File: config.mk
export PLATFORM = sky130hd
export DESIGN_NAME = alu_seq_flat
export DESIGN_NICKNAME = d
export VERILOG_FILES = /design/src/rtl/alu_seq_pkg.sv /design/src/rtl/alu_seq_if.sv /design/src/rtl/alu_muldiv_iter.sv /design/src/rtl/alu_seq.sv /design/src/flat_wrapper.sv
export SDC_FILE = /design/constraint.sdc
export NUM_CORES = 1
export LEC_CHECK = 0
export CORE_AREA = 2 2 141 280
export CTS_BUF_LIST = sky130_fd_sc_hd__clkbuf_4 sky130_fd_sc_hd__clkbuf_8 sky130_fd_sc_hd__clkbuf_16
export DETAILED_ROUTE_END_ITERATION = 8
export DIE_AREA = 0 0 143 282
export DONT_BUFFER_PORTS = 1
export PLACE_DENSITY_LB_ADDON = 0.1
export SYNTH_ARGS = -nofsm -noshare
export SYNTH_HDL_FRONTEND = slang
export SYNTH_SLANG_ARGS = --single-unit
File: constraint.sdc
create_clock -name clk -period 4 [get_ports clk]
set_input_delay 1.2 -clock clk [delete_from_list [all_inputs] [get_ports clk]]
set_output_delay 1.2 -clock clk [all_outputs]
set_load 0.1 [all_outputs]
File: src/rtl/alu_seq_pkg.sv
// ============================================================================
//  Module      : alu_pkg
//  Description : Shared opcode encodings and FSM state type for the
//                multi-cycle sequential ALU (alu_seq).
//                Optional divider controlled by macro ALU_SEQ_DIV_EN.
//  Revision    : 1.0 - initial release
// ============================================================================
`default_nettype none

package alu_pkg;

    localparam logic [2:0] OP_ADD  = 3'b000;
    localparam logic [2:0] OP_SUB  = 3'b001;
    localparam logic [2:0] OP_AND  = 3'b010;
    localparam logic [2:0] OP_OR   = 3'b011;
    localparam logic [2:0] OP_SLT  = 3'b100;
    localparam logic [2:0] OP_MUL  = 3'b101;
    localparam logic [2:0] OP_DIVU = 3'b110;
    localparam logic [2:0] OP_REMU = 3'b111;

    // DIV exists only when the divider is built in.
    typedef enum logic [2:0] {
        IDLE = 3'd0,
        EXEC = 3'd1,
        MUL  = 3'd2,
`ifdef ALU_SEQ_DIV_EN
        DIV  = 3'd3,
`endif
        DONE = 3'd4
    } alu_state_e;

    // True for opcodes that run on the iterative unit.
    function automatic logic is_iter_op(input logic [2:0] op);
`ifdef ALU_SEQ_DIV_EN
        return (op == OP_MUL) || (op == OP_DIVU) || (op == OP_REMU);
`else
        return (op == OP_MUL);
`endif
    endfunction

endpackage

`default_nettype wire

File: src/rtl/alu_seq_if.sv
// ============================================================================
//  Module      : alu_seq_if
//  Description : Request/response bundle of the sequential ALU.
//                master : issues in_valid/opc/a/b, observes results.
//                slave  : the ALU itself.
//  Revision    : 1.0 - initial release
// ============================================================================
`default_nettype none

interface alu_seq_if #(
    parameter int N = 32
) ();
    logic          in_valid;
    logic          in_ready;
    logic [2:0]    opc;
    logic [N-1:0]  a;
    logic [N-1:0]  b;
    logic          done;
    logic          busy;
    logic [N-1:0]  w;
    logic          zero;
    logic          err;

    modport master (
        output in_valid, opc, a, b,
        input  in_ready, done, busy, w, zero, err
    );

    modport slave (
        input  in_valid, opc, a, b,
        output in_ready, done, busy, w, zero, err
    );
endinterface

`default_nettype wire

File: src/rtl/alu_muldiv_iter.sv
// ============================================================================
//  Module      : alu_muldiv_iter
//  Description : Iterative unit shared by MUL and (optionally) DIVU/REMU.
//                One bit per cycle for N cycles after start_i; fin_o pulses
//                one cycle after the last iteration with res_o stable.
//                MUL : radix-2 shift-add, low N bits of a*b.
//                DIV : restoring division (present only with ALU_SEQ_DIV_EN).
//  Ports       : clk, rst, start_i, [div_i, rem_i], a_i, b_i -> fin_o, res_o
//  Revision    : 1.0 - initial release
// ============================================================================
`default_nettype none

module alu_muldiv_iter #(
    parameter int N     = 32,
    parameter int CNT_W = $clog2(N + 1)
) (
    input  wire logic         clk,
    input  wire logic         rst,
    input  wire logic         start_i,
`ifdef ALU_SEQ_DIV_EN
    input  wire logic         div_i,
    input  wire logic         rem_i,
`endif
    input  wire logic [N-1:0] a_i,
    input  wire logic [N-1:0] b_i,
    output logic              fin_o,
    output logic [N-1:0]      res_o
);

    // acc_q : product accumulator (MUL) / partial remainder (DIV)
    // x_q   : multiplicand shifted left (MUL) / divisor (DIV)
    // y_q   : multiplier shifted right (MUL) / dividend->quotient (DIV)
    logic [N-1:0]     acc_q, acc_d;
    logic [N-1:0]     x_q,   x_d;
    logic [N-1:0]     y_q,   y_d;
    logic [CNT_W-1:0] cnt_q;
    logic             run_q;
    logic             fin_q;
`ifdef ALU_SEQ_DIV_EN
    logic             div_q;
    logic             rem_q;
    logic [N-1:0]     shl_d;
    logic             ge_d;
`endif

    always_comb begin
        acc_d = acc_q;
        x_d   = x_q;
        y_d   = y_q;
`ifdef ALU_SEQ_DIV_EN
        shl_d = {acc_q[N-2:0], y_q[N-1]};
        // The partial remainder is always below the divisor, so after the
        // shift a set MSB means the shifted value already exceeds any
        // N-bit divisor; the difference then fits back into N bits.
        ge_d  = acc_q[N-1] | (shl_d >= x_q);
        if (div_q) begin
            acc_d = ge_d ? (shl_d - x_q) : shl_d;
            y_d   = {y_q[N-2:0], ge_d};
        end else
`endif
        begin
            acc_d = y_q[0] ? (acc_q + x_q) : acc_q;
            x_d   = {x_q[N-2:0], 1'b0};
            y_d   = {1'b0, y_q[N-1:1]};
        end
    end

    always_ff @(posedge clk) begin
        if (rst) begin
            acc_q <= '0;
            x_q   <= '0;
            y_q   <= '0;
            cnt_q <= '0;
            run_q <= 1'b0;
            fin_q <= 1'b0;
`ifdef ALU_SEQ_DIV_EN
            div_q <= 1'b0;
            rem_q <= 1'b0;
`endif
        end else if (start_i) begin
            acc_q <= '0;
            x_q   <= b_i;
            y_q   <= a_i;
            cnt_q <= CNT_W'(N - 1);
            run_q <= 1'b1;
            fin_q <= 1'b0;
`ifdef ALU_SEQ_DIV_EN
            div_q <= div_i;
            rem_q <= rem_i;
`endif
        end else if (run_q) begin
            acc_q <= acc_d;
            x_q   <= x_d;
            y_q   <= y_d;
            if (cnt_q == '0) begin
                run_q <= 1'b0;
                fin_q <= 1'b1;
            end else begin
                cnt_q <= cnt_q - CNT_W'(1);
            end
        end else begin
            fin_q <= 1'b0;
        end
    end

    assign fin_o = fin_q;
`ifdef ALU_SEQ_DIV_EN
    assign res_o = (div_q && !rem_q) ? y_q : acc_q;
`else
    assign res_o = acc_q;
`endif

endmodule

`default_nettype wire

File: src/rtl/alu_seq.sv
// ============================================================================
//  Module      : alu_seq
//  Description : Multi-cycle ALU. Single-cycle ops (ADD/SUB/AND/OR/SLT) go
//                IDLE->EXEC->DONE; MUL (and DIVU/REMU when ALU_SEQ_DIV_EN is
//                defined) iterate N cycles in alu_muldiv_iter. Without the
//                macro, DIVU/REMU complete through EXEC with w=0, err=1.
//  Ports       : clk, rst (sync, active high), bus (alu_seq_if.slave):
//                in_valid/in_ready/opc/a/b in, done/busy/w/zero/err out.
//  Revision    : 1.0 - initial release
// ============================================================================
`default_nettype none

module alu_seq
    import alu_pkg::*;
#(
    parameter int N = 32
) (
    input  wire logic  clk,
    input  wire logic  rst,
    alu_seq_if.slave   bus
);

    localparam int CNT_W = $clog2(N + 1);

    alu_state_e   state_q;
    logic         in_ready_q;
    logic         busy_q;
    logic         done_q;
    logic [N-1:0] w_q;
    logic         zero_q;
    logic         err_q;
    logic [N-1:0] a_q;
    logic [N-1:0] b_q;
    logic [2:0]   opc_q;

    logic [N-1:0] exec_w_d;
    logic         exec_err_d;
    logic         md_start;
    logic         md_fin;
    logic [N-1:0] md_res;

    // in_ready_q mirrors state_q == IDLE, so this is the accept strobe.
    assign md_start = in_ready_q && bus.in_valid && is_iter_op(bus.opc);

    alu_muldiv_iter #(
        .N     (N),
        .CNT_W (CNT_W)
    ) u_muldiv (
        .clk     (clk),
        .rst     (rst),
        .start_i (md_start),
`ifdef ALU_SEQ_DIV_EN
        .div_i   (bus.opc[2] & bus.opc[1]),
        .rem_i   (bus.opc == OP_REMU),
`endif
        .a_i     (bus.a),
        .b_i     (bus.b),
        .fin_o   (md_fin),
        .res_o   (md_res)
    );

    always_comb begin
        exec_w_d   = '0;
        exec_err_d = 1'b0;
        case (opc_q)
            OP_ADD:  exec_w_d = a_q + b_q;
            OP_SUB:  exec_w_d = a_q - b_q;
            OP_AND:  exec_w_d = a_q & b_q;
            OP_OR:   exec_w_d = a_q | b_q;
            OP_SLT:  exec_w_d = {{(N-1){1'b0}}, ($signed(a_q) < $signed(b_q))};
            // Reaches EXEC only when the divider is not built in.
            OP_DIVU,
            OP_REMU: exec_err_d = 1'b1;
            default: exec_w_d = '0;
        endcase
    end

    always_ff @(posedge clk) begin
        if (rst) begin
            state_q    <= IDLE;
            in_ready_q <= 1'b1;
            busy_q     <= 1'b0;
            done_q     <= 1'b0;
            w_q        <= '0;
            zero_q     <= 1'b1;
            err_q      <= 1'b0;
            a_q        <= '0;
            b_q        <= '0;
            opc_q      <= '0;
        end else begin
            done_q <= 1'b0;
            case (state_q)
                IDLE: begin
                    if (bus.in_valid) begin
                        a_q        <= bus.a;
                        b_q        <= bus.b;
                        opc_q      <= bus.opc;
                        in_ready_q <= 1'b0;
                        busy_q     <= 1'b1;
                        if (bus.opc == OP_MUL) begin
                            state_q <= MUL;
`ifdef ALU_SEQ_DIV_EN
                        end else if (bus.opc == OP_DIVU || bus.opc == OP_REMU) begin
                            state_q <= DIV;
`endif
                        end else begin
                            state_q <= EXEC;
                        end
                    end
                end
                EXEC: begin
                    w_q     <= exec_w_d;
                    zero_q  <= ~|exec_w_d;
                    err_q   <= exec_err_d;
                    done_q  <= 1'b1;
                    state_q <= DONE;
                end
`ifdef ALU_SEQ_DIV_EN
                MUL, DIV: begin
`else
                MUL: begin
`endif
                    if (md_fin) begin
                        w_q     <= md_res;
                        zero_q  <= ~|md_res;
                        err_q   <= 1'b0;
                        done_q  <= 1'b1;
                        state_q <= DONE;
                    end
                end
                DONE: begin
                    in_ready_q <= 1'b1;
                    busy_q     <= 1'b0;
                    state_q    <= IDLE;
                end
                default: begin
                    in_ready_q <= 1'b1;
                    busy_q     <= 1'b0;
                    state_q    <= IDLE;
                end
            endcase
        end
    end

    assign bus.in_ready = in_ready_q;
    assign bus.busy     = busy_q;
    assign bus.done     = done_q;
    assign bus.w        = w_q;
    assign bus.zero     = zero_q;
    assign bus.err      = err_q;

endmodule

`default_nettype wire
File: src/flat_wrapper.sv
// flat-port wrapper written by rule: the top's interface ports become plain ports
module alu_seq_flat import alu_pkg::*;
#(
    parameter int N = 32
)
  (clk, rst, bus_in_valid, bus_opc, bus_a, bus_b, bus_in_ready, bus_done, bus_busy, bus_w, bus_zero, bus_err);
  alu_seq_if #(.N(N)) bus_i ();
  input  wire logic clk;
  input  wire logic rst;
  input wire logic [$bits(bus_i.in_valid)-1:0] bus_in_valid;
  input wire logic [$bits(bus_i.opc)-1:0] bus_opc;
  input wire logic [$bits(bus_i.a)-1:0] bus_a;
  input wire logic [$bits(bus_i.b)-1:0] bus_b;
  output wire logic [$bits(bus_i.in_ready)-1:0] bus_in_ready;
  output wire logic [$bits(bus_i.done)-1:0] bus_done;
  output wire logic [$bits(bus_i.busy)-1:0] bus_busy;
  output wire logic [$bits(bus_i.w)-1:0] bus_w;
  output wire logic [$bits(bus_i.zero)-1:0] bus_zero;
  output wire logic [$bits(bus_i.err)-1:0] bus_err;
  assign bus_i.in_valid = bus_in_valid;
  assign bus_i.opc = bus_opc;
  assign bus_i.a = bus_a;
  assign bus_i.b = bus_b;
  assign bus_in_ready = bus_i.in_ready;
  assign bus_done = bus_i.done;
  assign bus_busy = bus_i.busy;
  assign bus_w = bus_i.w;
  assign bus_zero = bus_i.zero;
  assign bus_err = bus_i.err;
  alu_seq #(.N(N)) u_core (.clk(clk), .rst(rst), .bus(bus_i));
endmodule
==> results of run 1 <==
[state kept, by name, summed over array words and instances, names as in the netlist]
register / count
u_core.bus.in_ready: 1
u_core.u_muldiv.x_q: 32
u_core.bus.zero: 1
u_core.u_muldiv.cnt_q: 6
u_core.u_muldiv.res_o: 32
u_core.bus.w: 32
u_core.bus.err: 1
u_core.b_q: 32
u_core.opc_q: 3
u_core.u_muldiv.y_q: 32
u_core.u_muldiv.run_q: 1
u_core.a_q: 32
u_core.state_q: 3
u_core.bus.busy: 1
u_core.bus.done: 1
u_core.u_muldiv.fin_o: 1
[worst max-delay path, cell delays in order, from the launching register on]
cell	delay (ns)
dfxtp_1	0.47
inv_1	0.11
ha_1	0.35
nor2_1	0.07
o311a_2	0.37
o221a_4	0.30
a31oi_1	0.27
mux2_2	0.39
a211oi_2	0.43
o2111a_1	0.25
nand4_1	0.19
nor4_1	0.33
nand4_1	0.14
o21ai_1	0.12
[cell usage after synthesis, drive strengths merged (18+ instances only)]
library cell	count	area [sq um]
nand2	258	968
nor3	43	215
inv	100	375
mux2i	73	731
buf	26	140
ha	144	1800
o21ai	57	293
a21o	30	225
xnor2	34	298
nor4	21	131
clkbuf	111	417
dfxtp	211	4220
nor2b	18	120
nand3	23	115
a21oi	214	1090
a211oi	111	838
nor2	234	888
[layout make-up]
class,instances,area (sq um)
tap,515,644
clock buffer,30,647
sequential,211,4230
fill,3918,21300
inverter,100,375
timing repair buffer,82,641
multi-input combinational,1531,10000
clock inverter,12,163
[power by group through the flow]
| stage | sequential (W) | clock, W | combinational (W) |
|---|---|---|---|
| global route | 0.00246 | 0.00246 | 0.00163 |
| global placement | 0.00249 | 0 | 0.00147 |
| detailed placement | 0.00249 | 0 | 0.00147 |
| CTS | 0.00245 | 0.00239 | 0.00148 |
| finish | 0.00245 | 0.00233 | 0.00151 |
| floorplan | 0.00245 | 0 | 0.00100 |
[how the worst min path moves through the flow]
stage | end
after floorplan | u_core.a_q[0]$_SDFFE_PP0P_
after global placement | u_core.b_q[19]$_SDFFE_PP0P_
after detailed placement | u_core.b_q[30]$_SDFFE_PP0P_
after CTS | u_core.b_q[30]$_SDFFE_PP0P_
after global routing | u_core.b_q[19]$_SDFFE_PP0P_
final | u_core.b_q[30]$_SDFFE_PP0P_
[logic make-up after synthesis]
| family | Yosys count | share of synthesized area [%] |
|---|---|---|
| AO/OA/AOI/OAI | 577 | 25.7 |
| XOR/XNOR | 48 | 2.78 |
| adder cells (fa/ha/maj) | 147 | 12.3 |
| buffers and inverters | 237 | 6.17 |
| flip-flops | 211 | 28.0 |
| multiplexers | 75 | 4.99 |
| AND/OR/NAND/NOR | 684 | 20.0 |
[stage by stage]
step / worst slack (ns) / hold WS (ns) / area, sq um
2_1_floorplan: 0.864 / 0.453 / 15100
3_3_place_gp: 0.00910 / 0.466 / 15900
3_5_place_dp: 0.000425 / 0.467 / 15900
4_1_cts: 0.0740 / 0.476 / 16700
5_1_grt: 0.00239 / 0.499 / 16700
6_report: 0.132 / 0.478 / 16700
[routing by layer]
metal	global-route usage, %	routed length (um)
met1	31.5	21400
met2	53.8	30900
met3	3.57	2910
met4	21.4	5100
met5	0	0
[layout by cell type (no fill, tap or decap), drive strengths merged, types with 14 or more instances in the layout]
| master | instances |
|---|---|
| nor2b | 18 |
| a31oi | 17 |
| clkbuf | 30 |
| nor3 | 43 |
| mux2i | 73 |
| o211ai | 16 |
| buf | 82 |
| dfxtp | 211 |
| a211oi | 111 |
| o21ai | 57 |
| nand2 | 258 |
| a21o | 30 |
| ha | 144 |
| nand2b | 17 |
| a21oi | 214 |
| inv | 102 |
| or3 | 16 |
| nor4 | 21 |
| xor2 | 14 |
| nor2 | 234 |
| xnor2 | 34 |
| nand3 | 23 |
[what timing repair did]
| action | CTS | global route |
|---|---|---|
| hold buffers | 0 | 0 |
| gates resized for setup | 1 | 6 |
| hold endpoints to repair | 0 | 0 |
| setup endpoints to repair | 1 | 6 |
| pin swaps | 0 | 1 |
==> impl_metrics.json, run 1 <==
{
  "syn_avg_cell_area_sq_um": 7.63,
  "yosys_warnings": 0,
  "wirelength_mm": 60.3,
  "fin_tns_setup_ns": 0,
  "dp.cells": 2439,
  "core_sq_mm": 0.0380,
  "worst_pin_slew_ns": 1.10,
  "ys_ff_latch": 211,
  "hold_path_class": "flip-flop to flip-flop",
  "antenna_found_initial": 0,
  "reg2regPathDepth": 13,
  "cap_violations": 0,
  "num_vias": 14600,
  "clk_latency_ns": 0.56,
  "cts.sinks": 211,
  "netlist_area_sq_mm": 0.0151,
  "hold_path.startpoint": "u_core.b_q[30]$_SDFFE_PP0P_",
  "area_growth_pct": 10.6,
  "hpwl_mm": 46.9,
  "cts_tree": "done",
  "path_clk_slew_ns": 0.07,
  "dr.pass1.iters": 6,
  "peakVddDrop_uv": 466,
  "start_util_pct": 39.7,
  "p_leak_nw": 6.59,
  "switching_power_w": 0.00219,
  "synth_cells": 1979,
  "rr_endpoint": "u_core.bus.zero$_SDFFE_PP1P_",
  "min_period_ns": 3.87,
  "grt_pass1_wl_mm": 90.1,
  "p_clk_share_pct": 37.0,
  "whs_path_depth": 2,
  "status": "complete, no violations",
  "die_y_um": 282,
  "p_int_w": 0.00409,
  "fmax_ghz": 0.259,
  "instances_no_fill": 2481,
  "antenna_cells": 0,
  "slew-limit-headroom_pct": 26.6,
  "grt_remaining_overflow": 0,
  "yosysSeqAreaShare_pct": 28.0,
  "path_class": "flip-flop to flip-flop",
  "fin_util_pct": 43.9,
  "setup_violations": 0,
  "drt-initial-drc-count": 1037,
  "drt-vias-per-instance": 5.87,
  "critPathLaunchType": "flip-flop",
  "synth_nets": 2196,
  "period_share_pct": 96.7,
  "switching_share_pct": 34.9,
  "ys.flop_type": "dfxtp_1",
  "cts_made_buffers": 23,
  "critical_path.max_fanout": 7,
  "skew_ns": 0.0357,
  "timing.reg2reg.setup_slack_ns": 0.13,
  "synth.distinct_cells": 91,
  "rows": 101,
  "synth_async_sr_flop_share_pct": 0,
  "drv_slew": 0,
  "pwr-share-comb_pct": 24.0,
  "r2r_start": "u_core.b_q[1]$_SDFFE_PP0P_",
  "power_density_mw_per_mm2": 376,
  "crit_arrival_ns": 4.33,
  "cts_root_buffer": "clkbuf_16",
  "worstSetupStartpoint": "u_core.b_q[1]$_SDFFE_PP0P_",
  "synth_edf_count": 0,
  "grt_max_degree": 182,
  "layout-drive-gt1-share_pct": 8.75,
  "dieArea_sq_mm": 0.0403,
  "ant_nets": 0,
  "drcViolationCount": 0,
  "seqPwrFrac_pct": 39.0,
  "gp_congestion": 0.972,
  "p_total_w": 0.00628,
  "grt_use_total_pct": 29.8,
  "routedWlPerCell_um": 24.3,
  "rsz0062_at_grt": "no",
  "io-pin-count": 107,
  "grt_pass1_vias": 14600,
  "critPathCapture": "u_core.bus.zero$_SDFFE_PP1P_",
  "post_cts_buffers": 0,
  "die_x_um": 143,
  "fin_nets": 2166,
  "ctsLongestPathBuffers": 3,
  "cp.required_ns": 4.46,
  "numPortBuffers": 0,
  "hold_violations": 0,
  "h-tree-depth": 1,
  "endpoint_kind": "flip-flop"
}
No activity file was read; power rests on OpenSTA's default activity.
==> run 2: changes to the inputs <==
Settings changed: CAP_MARGIN set to 15.
==> results of run 2 <==
No change in the layout: final DEF, timing and power equal those of run 1.
